<file path="config.mk">
export PLATFORM = sky130hd
export DESIGN_NAME = mvu_data_transposer
export DESIGN_NICKNAME = d
export VERILOG_FILES = /design/src/rtl/mvu_data_transposer.sv
export SDC_FILE = /design/constraint.sdc
export NUM_CORES = 2
export LEC_CHECK = 0
export ABC_AREA = 1
export CELL_PAD_IN_SITES_DETAIL_PLACEMENT = 1
export CELL_PAD_IN_SITES_GLOBAL_PLACEMENT = 2
export CORE_MARGIN = 3
export CORE_UTILIZATION = 32
export CTS_CLUSTER_SIZE = 14
export DETAILED_ROUTE_END_ITERATION = 16
export PLACE_DENSITY_LB_ADDON = 0.25
export SYNTH_ARGS = -nofsm -noshare
export SYNTH_HDL_FRONTEND = slang
export SYNTH_SLANG_ARGS = --single-unit
</file>
<file path="constraint.sdc">
create_clock -name clk -period 4 [get_ports clk]
set_input_delay 0.6 -clock clk [delete_from_list [all_inputs] [get_ports clk]]
set_output_delay 0.6 -clock clk [all_outputs]
set_load 0.005 [all_outputs]
</file>
<file path="src/rtl/mvu_data_transposer.sv">
// Collects a tile of 16-bit elements from PITO (two per word) and writes it to
// MVU data memory as bit-planes, MSB plane first, one plane per cycle.
module mvu_data_transposer #(
    parameter int XPR_LEN = 32,
    parameter int BDBANKW = 64,
    parameter int BDBANKA = 15
) (
    input  logic               clk,
    input  logic               rst_n,
    input  logic               start,
    input  logic [4:0]         prec,
    input  logic [BDBANKA-1:0] baddr,
    input  logic [XPR_LEN-1:0] iword,
    input  logic               iword_valid,
    output logic               busy,
    output logic               wr_en,
    output logic [BDBANKA-1:0] wr_addr,
    output logic [BDBANKW-1:0] wr_word
);

    localparam int NWORDS = BDBANKW / 2;
    localparam int WCW    = $clog2(NWORDS);

    typedef enum logic [1:0] {IDLE, LOAD, WRITE} state_t;

    state_t                    r_state, w_state_nxt;
    logic [4:0]                r_prec;
    logic [4:0]                r_pcnt;
    logic [4:0]                w_k_nxt;
    logic [3:0]                w_plane;
    logic [BDBANKA-1:0]        r_baddr;
    logic [WCW-1:0]            r_wcnt;
    logic [BDBANKW-1:0][15:0]  r_elem;
    logic [BDBANKW-1:0][15:0]  w_elem_nxt;
    logic [BDBANKW-1:0]        w_word_nxt;
    logic                      w_accept;
    logic                      w_start_ok;
    logic                      r_wr_en;
    logic [BDBANKA-1:0]        r_wr_addr;
    logic [BDBANKW-1:0]        r_wr_word;

    always_comb begin
        w_start_ok  = start && (prec != 5'd0) && (prec <= 5'd16);
        w_accept    = (r_state == LOAD) && iword_valid;
        w_state_nxt = r_state;
        w_k_nxt     = '0;
        case (r_state)
            IDLE:  if (w_start_ok) w_state_nxt = LOAD;
            LOAD:  if (w_accept && (r_wcnt == WCW'(NWORDS - 1))) w_state_nxt = WRITE;
            WRITE: begin
                w_k_nxt = r_pcnt + 5'd1;
                if (r_pcnt == r_prec - 5'd1) w_state_nxt = IDLE;
            end
            default: w_state_nxt = IDLE;
        endcase
        w_plane = 4'(r_prec - 5'd1 - w_k_nxt);
    end

    // Output plane is taken from the post-edge buffer so the last word lands in the first write.
    for (genvar i = 0; i < BDBANKW; i++) begin : g_lane
        assign w_elem_nxt[i] = (w_accept && (r_wcnt == WCW'(i / 2)))
                               ? iword[16*(i%2) +: 16] : r_elem[i];
        assign w_word_nxt[i] = w_elem_nxt[i][w_plane];
    end

    always_ff @(posedge clk or negedge rst_n) begin
        if (!rst_n) begin
            r_state   <= IDLE;
            r_prec    <= '0;
            r_baddr   <= '0;
            r_wcnt    <= '0;
            r_pcnt    <= '0;
            r_wr_en   <= 1'b0;
            r_wr_addr <= '0;
            r_wr_word <= '0;
        end else begin
            r_state <= w_state_nxt;
            r_wr_en <= (w_state_nxt == WRITE);
            if (r_state == IDLE && w_start_ok) begin
                r_prec  <= prec;
                r_baddr <= baddr;
                r_wcnt  <= '0;
                r_pcnt  <= '0;
            end
            if (w_accept) r_wcnt <= r_wcnt + 1'b1;
            if (w_state_nxt == WRITE) begin
                r_pcnt    <= w_k_nxt;
                r_wr_addr <= r_baddr + BDBANKA'(w_k_nxt);
                r_wr_word <= w_word_nxt;
            end
        end
    end

    // Element buffer content is meaningless until a full tile is loaded.
    always_ff @(posedge clk) begin
        r_elem <= w_elem_nxt;
    end

    assign busy    = (r_state != IDLE);
    assign wr_en   = r_wr_en;
    assign wr_addr = r_wr_addr;
    assign wr_word = r_wr_word;

endmodule

</file>
==> impl_metrics.toml <==
[placement]
pre_cts_ws_ns = 0.285
place_area_sq_um = 54100
portBuffers = 136
hpwlAfterDp_microns = 126000
gp_congestion = 0.784

[hold_path]
hold_end = "r_elem[241]$_DFF_P_"
whs_path_depth = 3
min_from = "iword[17]"
min_path_type = "in -> reg"

[critical_path]
worstSetupPathType = "reg -> reg"
critPathTopFamily = "buffers and inverters"
path_buf_inv = 5
cp-end-kind = "register"
critPathMaxStageDelay_ns = 0.75
reg2reg_depth = 15
slowest_stage = "fa_4"
r2r-start = "r_state[1]$_DFF_PN0_"
rrSetupSlack_ns = 0.28
worstPathCellList = "inv_1, nor2_1, inv_1, nor2_1, ha_4, inv_1, fa_4, inv_8, buf_4, nand3_1, nand3_1, nand3_1, nand2_1, nand2_1, nand2_1"
r2r_end = "wr_word[57]$_DFFE_PN0N_"
cp-start-kind = "register"
worst-path-stages = 15
critPathMaxFanout = 82
worst_ep_required_time_ns = 4.70
worstPathArrival_ns = 4.42

[clocking]
cts_tree = "yes"
clk_path_buf_depth = 3
cts_setup_buffers = 0
cts_hold_buf = 1
cts_resized = 0
cts_root_buffer = "clkbuf_16"
h-tree-depth = 4
clk_latency_ns = 0.76
clk_pin_slew_ns = 0.06
clock_sinks = 1136
cts_buffers = 138

[synthesis]
synth-edff-count = 0
syn-mean-instance-area_sq_um = 6.87
yosysTopAreaCellShare_pct = 40.8
mappedNetlistNets = 7396
syn-cell-area_sq_um = 50300
ys_warn_count = 0
ys_seq_area_share_pct = 46.4
syn_inst = 7322
synth_top_flop_cell = "dfxtp_1"
ys_top_cells_by_area = "dfxtp_1 (41%), nand3_1 (24%), nand2_1 (22%)"
synth_area_leader_cell = "dfxtp_1"
yosysMostFrequentCell = "nand2_1"
ys_ff_latch = 1136
yosys-top-cells-count = "nand2_1 (2944), nand3_1 (2389), dfxtp_1 (1024)"
ys_types = 31
synthArstFlopShare_pct = 9.86

[die]
die_h_microns = 402
dieArea_sq_um = 162000
core_sq_um = 155000
initial_core_util_pct = 32.4
io_pins = 137
fp.dieW_microns = 402
rows = 144

[layout]
fin_nets = 7311
drive_above_1_share_pct = 6.68
diodes = 0
final_area_sq_um = 58600
n_fill_cell = 19300
syn_to_final_growth_pct = 16.6

[routing]
vias_per_cell = 5.43
routed_wl_microns = 218000
initialDrtViolationCount = 3617
via_count = 51000
drcViolationCount = 0
ant_nets = 0
post_drt_wl_per_cell_microns = 23.2
firstDrtPassIters = 5

[global_route]
grt_pass1_vias = 51300
grt_pass1_wl_microns = 327000
grt_max_degree = 109
grtUsageTotal_pct = 26.3
antenna_found_initial = 7
gr-total-overflow = 0

[run_status]
outcome = "completed"

[power]
p_leak_uw = 0.0291
cellPowerDensity_nw_per_um2 = 940
ir_drop_mv = 0.851
p_total_uw = 55100

[timing]
worst_pin_slew_ns = 1.19
post-route-period-util_pct = 93.0
fin_worst_skew_ns = 0.0320
slew_violations = 0
rsz0062_at_grt = "no"
worst_slack_ns = 0.281
setup_viol = 0
fmax_ghz = 0.269
hold_viol = 0
period_needed_ns = 3.72
tns_ns = 0
relSlewSlack_pct = 20.9

[job]
max_cap_violations = 0
[worst register-to-register path, stage by stage, from the launching register on]
cell and delay, ns:
dfrtp_1 0.41, inv_1 0.09, nor2_1 0.22, inv_1 0.09, nor2_1 0.26, ha_4 0.18, inv_1 0.06, fa_4 0.75
inv_8 0.59, buf_4 0.50, nand3_1 0.14, nand3_1 0.11, nand3_1 0.08, nand2_1 0.07, nand2_1 0.05, nand2_1 0.06
[cells in the final DEF, fill, tap and decap left out, types with 20 or more instances in the layout]
| master | n |
|---|---|
| a21oi_1 | 20 |
| buf_12 | 64 |
| buf_2 | 32 |
| buf_4 | 149 |
| clkbuf_1 | 47 |
| clkbuf_16 | 145 |
| clkbuf_8 | 28 |
| clkdlybuf4s50_1 | 103 |
| dfrtp_1 | 112 |
| dfxtp_1 | 1024 |
| inv_1 | 66 |
| nand2_1 | 2942 |
| nand3_1 | 2389 |
| nor2_1 | 32 |
| nor2_2 | 24 |
| o21ai_0 | 50 |
[stage by stage]
| stage | hold slack [ns] | instances | util, % |
|---|---|---|---|
| after floorplan | 0.304 | 7322 | - |
| after global placement | 0.422 | 9140 | 34.9 |
| after detailed placement | 0.428 | 9140 | 34.9 |
| after CTS | 0.236 | 9390 | 37.8 |
| after global routing | 0.269 | 9390 | 37.8 |
| final | 0.292 | 9390 | 37.8 |
[metal layers]
layer / track usage (%) / vias up / routed length (microns)
met5: 0 / - / 0
met3: 2.94 / 270 / 9430
met1: 35.6 / 25600 / 100000
met2: 44.5 / 1064 / 103000
li1: - / 24000 / -
met4: 6.87 / 0 / 5350
[cell type report]
class | instances | area, sq um | area share [%]
multi-input combinational | 5530 | 24300 | 41.5
sequential | 1136 | 23300 | 39.8
clock buffer | 220 | 4190 | 7.15
timing repair buffer | 350 | 3610 | 6.16
tap | 2044 | 2560 | 4.36
inverter | 81 | 329 | 0.561
clock inverter | 29 | 302 | 0.514
[cells by family after synthesis]
| kind of cell | count (synthesis) | share of synthesized area, % |
|---|---|---|
| AND/OR/NAND/NOR | 5411 | 46.5 |
| flip-flops | 1136 | 46.4 |
| buffers and inverters | 656 | 5.48 |
| AO/OA/AOI/OAI | 82 | 0.869 |
| XOR/XNOR | 19 | 0.331 |
| adder cells (fa/ha/maj) | 18 | 0.478 |
[sequential cells by signal (all words and copies together), names as in the netlist]
| signal | flops |
|---|---|
| r_baddr | 15 |
| r_pcnt | 5 |
| wr_word | 64 |
| wr_addr | 15 |
| r_prec | 5 |
| wr_en | 1 |
| r_state | 2 |
| r_elem | 1024 |
| r_wcnt | 5 |
[how the worst max path moves through the flow]
stage,start,slack [ns],endpoint
after CTS,r_state[1]$_DFF_PN0_,0.27,wr_word[63]$_DFFE_PN0N_
after global routing,r_state[1]$_DFF_PN0_,0.06,wr_word[57]$_DFFE_PN0N_
final,r_state[1]$_DFF_PN0_,0.28,wr_word[57]$_DFFE_PN0N_
after floorplan,r_state[1]$_DFF_PN0_,1.26,wr_word[19]$_DFFE_PN0N_
after detailed placement,r_state[1]$_DFF_PN0_,0.29,wr_word[63]$_DFFE_PN0N_
after global placement,r_state[1]$_DFF_PN0_,0.38,wr_word[63]$_DFFE_PN0N_
[report_power, final]
| part | internal (uW) | switching (uW) | total [uW] | leakage, uW |
|---|---|---|---|---|
| Sequential | 15200 | 1180 | 16400 | 0.00986 |
| Clock | 7440 | 5210 | 12600 | 0.00220 |
| Combinational | 8370 | 17700 | 26100 | 0.0170 |
| Total | 31000 | 24100 | 55100 | 0.0291 |
No activity file was read; power rests on OpenSTA's default activity.
